File: config.mk
export PLATFORM = sky130hd
export DESIGN_NAME = pc_gen_flat
export DESIGN_NICKNAME = d
export VERILOG_FILES = /design/src/rtl/pc_gen_if.sv /design/src/rtl/pc_gen.sv /design/src/flat_wrapper.sv
export SDC_FILE = /design/constraint.sdc
export NUM_CORES = 1
export LEC_CHECK = 0
export CAP_MARGIN = 30
export CORE_MARGIN = 5
export CORE_UTILIZATION = 35
export CTS_BUF_LIST = sky130_fd_sc_hd__clkbuf_4
export DETAILED_ROUTE_END_ITERATION = 8
export HOLD_SLACK_MARGIN = 0.12
export SKIP_CTS_REPAIR_TIMING = 1
export SLEW_MARGIN = 20
export SYNTH_ARGS = -nofsm -noshare
export SYNTH_HDL_FRONTEND = slang
export SYNTH_SLANG_ARGS = --single-unit
File: constraint.sdc
create_clock -name clk -period 6.6 [get_ports clk]
set_clock_uncertainty 0.1 [all_clocks]
set_input_delay 0.66 -clock clk [delete_from_list [all_inputs] [get_ports clk]]
set_output_delay 0.66 -clock clk [all_outputs]
set_load 0.01 [all_outputs]
File: src/rtl/pc_gen_if.sv
// pc_gen_if
// Bundles the fetch handshake (toward instruction memory) and the redirect
// request (from execute) that the program-counter generator works with.
//
// Signals:
//   fetch_addr   PC presented to instruction memory
//   fetch_valid  fetch_addr is a live request
//   fetch_ready  memory accepts the request this cycle
//   fetch_flush  one-cycle pulse squashing the outstanding request
//   redir_valid  one-cycle redirect pulse from execute
//   redir_mode   0 = BRANCH, 1 = JALR, 2 = TRAP, 3 = MRET
//   pc_execute   PC of the redirecting instruction
//   imm          immediate operand
//   reg1         rs1 operand
//
// Modports:
//   master  the PC generator side
//   slave   the memory / execute side
interface pc_gen_if #(
    parameter int XLEN = 32
);
    logic [XLEN-1:0] fetch_addr;
    logic            fetch_valid;
    logic            fetch_ready;
    logic            fetch_flush;
    logic            redir_valid;
    logic [1:0]      redir_mode;
    logic [XLEN-1:0] pc_execute;
    logic [XLEN-1:0] imm;
    logic [XLEN-1:0] reg1;

    modport master (
        output fetch_addr,
        output fetch_valid,
        output fetch_flush,
        input  fetch_ready,
        input  redir_valid,
        input  redir_mode,
        input  pc_execute,
        input  imm,
        input  reg1
    );

    modport slave (
        input  fetch_addr,
        input  fetch_valid,
        input  fetch_flush,
        output fetch_ready,
        output redir_valid,
        output redir_mode,
        output pc_execute,
        output imm,
        output reg1
    );
endinterface

File: src/rtl/pc_gen.sv
// pc_gen
// Fetch-stage program-counter generator. Holds the fetch PC, offers it to
// instruction memory over a valid/ready handshake and selects the next PC
// from sequential, branch, JALR, trap and return sources. Redirects that
// arrive while the pipeline is stalled are parked in a pending register and
// applied on the first enabled cycle. Misaligned BRANCH/JALR targets are
// turned into a trap to the trap vector with the exception PC saved.
//
// Ports:
//   clk               clock, rising edge
//   rst               asynchronous active-high reset
//   i_en              pipeline enable; 0 freezes state except redirect capture
//   i_trap_vector     trap handler address
//   o_epc             saved exception PC
//   o_misalign_fault  one-cycle pulse after a misaligned redirect
//   o_bad_addr        last misaligned target
//   bus               fetch handshake + redirect request (master side)
module pc_gen #(
    parameter int              XLEN         = 32,
    parameter logic [XLEN-1:0] RESET_VECTOR = '0,
    parameter int              ALIGN_BITS   = 2,
    parameter int              INC          = 4
) (
    input  logic            clk,
    input  logic            rst,
    input  logic            i_en,
    input  logic [XLEN-1:0] i_trap_vector,
    output logic [XLEN-1:0] o_epc,
    output logic            o_misalign_fault,
    output logic [XLEN-1:0] o_bad_addr,
    pc_gen_if.master        bus
);

    typedef enum logic [1:0] {
        MODE_BRANCH = 2'd0,
        MODE_JALR   = 2'd1,
        MODE_TRAP   = 2'd2,
        MODE_MRET   = 2'd3
    } redir_mode_e;

    // Low target bits that must be zero for a legal control-flow target.
    localparam logic [XLEN-1:0] ALIGN_MASK = (XLEN'(1) << ALIGN_BITS) - XLEN'(1);
    localparam logic [XLEN-1:0] INC_W      = XLEN'(INC);

    logic [XLEN-1:0] r_pc;
    logic            r_fetchValid;
    logic [XLEN-1:0] r_epc;
    logic [XLEN-1:0] r_badAddr;
    logic            r_misalignFault;

    logic            r_pendValid;
    redir_mode_e     r_pendMode;
    logic [XLEN-1:0] r_pendPc;
    logic [XLEN-1:0] r_pendImm;
    logic [XLEN-1:0] r_pendReg1;

    logic            w_effValid;
    redir_mode_e     w_effMode;
    logic [XLEN-1:0] w_effPc;
    logic [XLEN-1:0] w_effImm;
    logic [XLEN-1:0] w_effReg1;
    logic [XLEN-1:0] w_jalrSum;
    logic [XLEN-1:0] w_target;
    logic            w_misaligned;

    // Effective redirect: a live pulse always beats a parked one, so the
    // newest control-flow decision is the one that is applied. The target is
    // then formed per mode; JALR drops bit 0 before the alignment check, and
    // only BRANCH/JALR targets are checked (TRAP/MRET addresses are trusted).
    always_comb begin
        w_effValid = bus.redir_valid | r_pendValid;
        w_effMode  = r_pendMode;
        w_effPc    = r_pendPc;
        w_effImm   = r_pendImm;
        w_effReg1  = r_pendReg1;
        if (bus.redir_valid) begin
            w_effMode = redir_mode_e'(bus.redir_mode);
            w_effPc   = bus.pc_execute;
            w_effImm  = bus.imm;
            w_effReg1 = bus.reg1;
        end

        w_jalrSum = w_effReg1 + w_effImm;
        w_target  = w_effPc + w_effImm;
        case (w_effMode)
            MODE_BRANCH: w_target = w_effPc + w_effImm;
            MODE_JALR:   w_target = {w_jalrSum[XLEN-1:1], 1'b0};
            MODE_TRAP:   w_target = i_trap_vector;
            MODE_MRET:   w_target = r_epc;
            default:     w_target = w_effPc + w_effImm;
        endcase

        w_misaligned = ((w_effMode == MODE_BRANCH) || (w_effMode == MODE_JALR))
                       && ((w_target & ALIGN_MASK) != '0);
    end

    // The flush squashes the request in the same cycle the redirect is seen,
    // so the memory never acts on a fetch from the wrong path.
    assign bus.fetch_flush = i_en & w_effValid & r_fetchValid;

    // PC, exception state and pending-redirect register. While stalled only
    // the pending register moves; once enabled the effective redirect takes
    // priority over the sequential advance, and the pending slot is always
    // emptied because it has either been applied or superseded.
    always_ff @(posedge clk or posedge rst) begin
        if (rst) begin
            r_pc            <= RESET_VECTOR;
            r_fetchValid    <= 1'b0;
            r_epc           <= '0;
            r_badAddr       <= '0;
            r_misalignFault <= 1'b0;
            r_pendValid     <= 1'b0;
            r_pendMode      <= MODE_BRANCH;
            r_pendPc        <= '0;
            r_pendImm       <= '0;
            r_pendReg1      <= '0;
        end else if (i_en) begin
            r_fetchValid    <= 1'b1;
            r_pendValid     <= 1'b0;
            r_misalignFault <= 1'b0;
            if (w_effValid) begin
                if (w_misaligned) begin
                    r_pc            <= i_trap_vector;
                    r_epc           <= w_effPc;
                    r_badAddr       <= w_target;
                    r_misalignFault <= 1'b1;
                end else begin
                    r_pc <= w_target;
                    if (w_effMode == MODE_TRAP) begin
                        r_epc <= w_effPc;
                    end
                end
            end else if (r_fetchValid && bus.fetch_ready) begin
                r_pc <= r_pc + INC_W;
            end
        end else begin
            r_misalignFault <= 1'b0;
            if (bus.redir_valid) begin
                r_pendValid <= 1'b1;
                r_pendMode  <= redir_mode_e'(bus.redir_mode);
                r_pendPc    <= bus.pc_execute;
                r_pendImm   <= bus.imm;
                r_pendReg1  <= bus.reg1;
            end
        end
    end

    assign bus.fetch_addr  = r_pc;
    assign bus.fetch_valid = r_fetchValid;
    assign o_epc            = r_epc;
    assign o_bad_addr       = r_badAddr;
    assign o_misalign_fault = r_misalignFault;

endmodule

File: src/flat_wrapper.sv
// flat-port wrapper written by rule: the top's interface ports become plain ports
module pc_gen_flat 
#(
    parameter int              XLEN         = 32,
    parameter logic [XLEN-1:0] RESET_VECTOR = '0,
    parameter int              ALIGN_BITS   = 2,
    parameter int              INC          = 4
)
  (clk, rst, i_en, i_trap_vector, o_epc, o_misalign_fault, o_bad_addr, bus_fetch_addr, bus_fetch_valid, bus_fetch_flush, bus_fetch_ready, bus_redir_valid, bus_redir_mode, bus_pc_execute, bus_imm, bus_reg1);
  pc_gen_if #(.XLEN(XLEN)) bus_i ();
  input  logic clk;
  input  logic rst;
  input  logic i_en;
  input  logic [XLEN-1:0] i_trap_vector;
  output logic [XLEN-1:0] o_epc;
  output logic o_misalign_fault;
  output logic [XLEN-1:0] o_bad_addr;
  output wire logic [$bits(bus_i.fetch_addr)-1:0] bus_fetch_addr;
  output wire logic [$bits(bus_i.fetch_valid)-1:0] bus_fetch_valid;
  output wire logic [$bits(bus_i.fetch_flush)-1:0] bus_fetch_flush;
  input wire logic [$bits(bus_i.fetch_ready)-1:0] bus_fetch_ready;
  input wire logic [$bits(bus_i.redir_valid)-1:0] bus_redir_valid;
  input wire logic [$bits(bus_i.redir_mode)-1:0] bus_redir_mode;
  input wire logic [$bits(bus_i.pc_execute)-1:0] bus_pc_execute;
  input wire logic [$bits(bus_i.imm)-1:0] bus_imm;
  input wire logic [$bits(bus_i.reg1)-1:0] bus_reg1;
  assign bus_fetch_addr = bus_i.fetch_addr;
  assign bus_fetch_valid = bus_i.fetch_valid;
  assign bus_fetch_flush = bus_i.fetch_flush;
  assign bus_i.fetch_ready = bus_fetch_ready;
  assign bus_i.redir_valid = bus_redir_valid;
  assign bus_i.redir_mode = bus_redir_mode;
  assign bus_i.pc_execute = bus_pc_execute;
  assign bus_i.imm = bus_imm;
  assign bus_i.reg1 = bus_reg1;
  pc_gen #(.XLEN(XLEN), .RESET_VECTOR(RESET_VECTOR), .ALIGN_BITS(ALIGN_BITS), .INC(INC)) u_core (.clk(clk), .rst(rst), .i_en(i_en), .i_trap_vector(i_trap_vector), .o_epc(o_epc), .o_misalign_fault(o_misalign_fault), .o_bad_addr(o_bad_addr), .bus(bus_i));
endmodule
# Yosys cells after proc, flatten, opt, wreduce, memory -nomap -nowiden
# Index checks and enable logic that the tools add are counted.
# op_classes
mux,15
bitwise,3
n_reduce_logical,11
eq_ne,3
n_addsub,3
# ops
op,n
$mux W32,8
$pmux W32 S4,1
$add A32 B32 Y32,2
$add A32 B3 Y32 const B,1
$reduce_bool A32 Y1,1
$reduce_and A3 Y1,2
$reduce_bool A2 Y1,3
$mux W1,5
$eq A2 B2 Y1 const B,2
$and A1 B1 Y1,2
$eq A2 B1 Y1 const B,1
$logic_and A1 B1 Y1,2
$logic_not A2 Y1,1
$mux W2,1
$reduce_and A2 Y1,1
$logic_or A1 B1 Y1,1
$or A1 B1 Y1,1
# word_totals
inputBits,135
elab_cells,45
regBits,197

# Logic depth before layout (Yosys ltp)
# logic_depth
ltp_word,8
ltp_mapped,16
ltp_nobuf,12

# Worst setup path after synthesis
# Ideal clock, no wire load.
# synth_timing
kind,input to register
start,input port bus_redir_valid
end,register u_core.r_pc[21] (netlist: u_core.bus.fetch_addr[21])
slack_ps,2346
setup_time_ps,128
path_buffers,4
t_arrival_ps,4026
cell_stages,14
cell_sequence,buf_6 buf_2 buf_1 clkbuf_1 mux2_2 ha_1 a21oi_1 a21oi_1 o31ai_4 o31ai_4 a31o_2 xor2_2 a221oi_2 o21ai_1
# synth_lines
item,line,text
from (decl),flat_wrapper.sv:22,input wire logic [$bits(bus_i.redir_valid)-1:0] bus_redir_valid;
$mux W32,--,
named net u_core.w_effReg1[4],pc_gen.sv:61,logic [XLEN-1:0] w_effReg1;
$add A32 B32 Y32,pc_gen.sv:83,w_jalrSum = w_effReg1 + w_effImm;
$pmux W32 S4,pc_gen.sv:85,case (w_effMode)
$mux W32,pc_gen.sv:122,if (w_misaligned) begin
$mux W32,pc_gen.sv:121,if (w_effValid) begin
to (signal assigned),pc_gen.sv:123,r_pc <= i_trap_vector;
to (signal assigned),pc_gen.sv:128,r_pc <= w_target;
to (signal assigned),pc_gen.sv:134,r_pc <= r_pc + INC_W;
to (decl),pc_gen.sv:45,logic [XLEN-1:0] r_pc;
# The timed path passes the listed nets, and every way through them passes these cells.
# A chain may end at the register's enable or synchronous reset.

# Final worst setup path
# layout_timing
start,input port bus_redir_valid
end,register u_core.r_badAddr[25] (netlist: u_core.o_bad_addr[25])
# layout_lines
item,line,text
$mux W32 (*),--,
named net u_core.w_effImm[6],pc_gen.sv:60,logic [XLEN-1:0] w_effImm;
$add A32 B32 Y32 (on tied branches),--,
$pmux W32 S4 (*),pc_gen.sv:85,
to (signal assigned),pc_gen.sv:125,r_badAddr <= w_target;
to (decl),pc_gen.sv:48,logic [XLEN-1:0] r_badAddr;
# The timed path passes the listed nets; every way through them passes the cells marked *.

==> reports/results.txt <==
core area: 0.0398 mm^2
ys flop type: dfrtp_1
Pint: 3.30 mW
crit path from: bus_redir_valid
dpl ws: 1.64 ns
flop2flop setup slack: 2.52 ns
Reg power frac: 34.4%
Max Root-Sink Buffers: 2
Fin. Hold Viols: 0
final wirelength: 52100 um
Psw: 2.63 mW
combinational share of power: 53.8%
Worst setup EP type: register
pin count of the biggest net entering global routing: 77
first-pass GRT wire length: 78600 um
DIE AREA: 0.0445 mm^2
post-DP HPWL: 40800 um
sum of negative setup slack: 0 ns
antenna-violating nets left: 0
Iter 0 DRT Violations: 1078
Initial Util: 35.5%
metal3 WL: 3670 um
crit-path cells: buf_4 > buf_4 > mux2_2 > ha_1 > nand4_1 > a311oi_2 > o31ai_4 > o31ai_4 > a41oi_1 > mux2i_1 > o21ai_0 > nand2_1
hold crit path type: input port to async pin
Fillers: 3968
layout cells sized above 1: 17.8%
area share of the largest cell type after synthesis: 34.9%
Synth area leader: dfrtp_1
fmax: 230 MHz
final instance area: 0.0171 mm^2
crit path DAT: 4.84 ns
WS Path Type: input port to register
Worst-Margin Slew: 0.933 ns
r2r startpoint: u_core.r_pendImm[0]
GPL Wtd Cong: 0.974
post-synthesis async set-or-reset flop share: 100%
top cells by count, synth: mux2_2, dfrtp_1, nand2_1
#FFs+latches synth: 197
leakage power: 6.91 nW
endpoints failing setup: 0
Boundary Pins: 234
power share of the clock group: 11.8%
synthesis-to-layout area growth: 21.4%
Slew Limit Headroom: 37.8%
drt first pass iters: 5
Residual DRC: 0
Critical Path Max Stage Delay: 0.50 ns
Syn Inst Count: 1499
Num CTS Buffers: 17
CP max FO: 49
row cnt: 73
multi-input logic area: 0.00873 mm^2
core occupancy in the finished layout: 43.0%
initial antenna violation count: 2
crit path buf inv count: 2
EDFF count, synth: 0
syn_nets: 1698
DR vias: 12882
DIE WIDTH: 211 um
worst skew pair latency: 0.64 ns
Largest delay share family, worst path: compound AO/OA/AOI/OAI gates
Clock transition at path regs: 0.17 ns
count leader, synth: mux2_2
overall global routing resource usage: 22.9%
Via density: 5.82
Startpoint Class: input port
YS warnings: 0
final critical-path required period: 4.35 ns
register area share after synthesis: 34.9%
status: finished clean
syn avg cell area: 9.42 um^2
Final WS setup: 2.25 ns
Final Instance Count excl. Fillers: 2213
vias in the first global route: 12444
peak supply drop: 133 uV
Sw Share: 44.4%
DR WL met2: 22700 um
unrepaired setup endpoints after global routing: false
GRT Residual Overflow: 0
die height: 211 um
Placed Instances: 2180
Final Slew Violations: 0
# nets final: 1873
CTS Sinks: 197
Max-Cap Viols: 0
met1 WL: 24600 um
FF-to-FF path depth: 11
CTS tree: yes
fin crit share: 65.9%
WL/cell: 23.6 um
WP data required: 7.09 ns
R2R Path End: u_core.o_epc[30]
Unique masters post-synth: 86
Area contributors post-synth: dfrtp_1, mux2_2, ha_1, nand2_1, a21oi_1
area of the mapped netlist: 0.0141 mm^2
register area: 0.00493 mm^2
Top Layer Used: met4
Slowest-stage cell, CP: buf_4
Root Buffer: clkbuf_4
CTS H-tree lvls: 4
Area after DPL: 0.0168 mm^2
Power Density: 346 mW/mm^2
Port Buffers: 233
==> metrics by stage <==
stage	hold WS [ns]	total power, mW
after floorplan	0.377	3.76
after detailed placement	0.370	5.21
after CTS	0.326	5.93
after global routing	0.376	6.30
final	0.375	5.93
after global placement	0.362	5.19
==> cell usage in the layout (no fill, tap or decap), types with 17 or more instances in the layout <==
cell and count:
a21o_1 22, a21oi_1 118, a31oi_1 20, and3_1 23
buf_4 18, clkbuf_4 17, clkdlybuf4s50_1 232, dfrtp_1 197
ha_1 62, mux2_2 215, mux2i_1 25, nand2_1 158
nand3_1 43, nand4_1 25, nor2_1 95, nor3_1 19
o21ai_0 93, xnor2_1 30
==> flip-flops by register name (all words and copies together), names as in the netlist, 2 cells and up <==
name	cells
u_core.bus.fetch_addr	32
u_core.o_bad_addr	32
u_core.r_pendMode	2
u_core.r_pendImm	32
u_core.r_pendPc	32
u_core.o_epc	32
u_core.r_pendReg1	32
==> worst max-delay path by stage <==
stage,endpoint,cells after the start
detailed placement,u_core.o_bad_addr[25],12
floorplan,u_core.bus.fetch_addr[0],1
global placement,u_core.o_bad_addr[25],12
CTS,u_core.o_bad_addr[25],12
global route,u_core.o_bad_addr[25],12
finish,u_core.o_bad_addr[25],12
==> power by group through the flow <==
| stage | combinational, mW | clock [mW] | sequential, mW |
|---|---|---|---|
| floorplan | 1.76 | 0 | 1.99 |
| global placement | 3.13 | 0 | 2.06 |
| detailed placement | 3.15 | 0 | 2.06 |
| CTS | 3.16 | 0.729 | 2.04 |
| global route | 3.44 | 0.771 | 2.09 |
| finish | 3.19 | 0.702 | 2.04 |
==> routing by layer <==
layer  global-route usage [%]  vias up
met4                     6.37        0
met1                     34.3     6341
li1                         -     5941
met3                     3.95       60
met5                        0        -
met2                     34.1      540
==> worst reg2reg max path: cells and delay by family (launching register included) <==
kind / cells / cell delay [ns]
adder cells (fa/ha/maj): 2 / 0.67
multiplexers: 3 / 1.07
AO/OA/AOI/OAI: 1 / 0.08
buffers and inverters: 2 / 0.43
AND/OR/NAND/NOR: 3 / 1.13
flip-flops: 1 / 0.48
==> kinds of logic (layout without fill, tap and decap cells) <==
| family | after synthesis | in the layout | synth area share (%) |
|---|---|---|---|
| AOI/OAI and AO/OA | 408 | 408 | 18.8 |
| muxes | 255 | 255 | 20.3 |
| DFF | 197 | 197 | 34.9 |
| other | 0 | 1 | 0 |
| buffers and inverters | 111 | 299 | 3.40 |
| and+or+nand+nor | 419 | 419 | 14.0 |
| xor gates and xnor gates | 45 | 45 | 2.84 |
| adders and majority gates | 64 | 64 | 5.78 |
==> layout make-up <==
class	count	area share, %
diodes	1	0.0146
clock buffers	17	0.745
clock inverters	15	0.964
inverters	17	0.423
multi-input cells	1191	50.9
flip-flops and latches	197	28.8
well taps	525	3.83
repair buffers	250	14.3
Note: power is estimated with default switching activity, not from simulation.
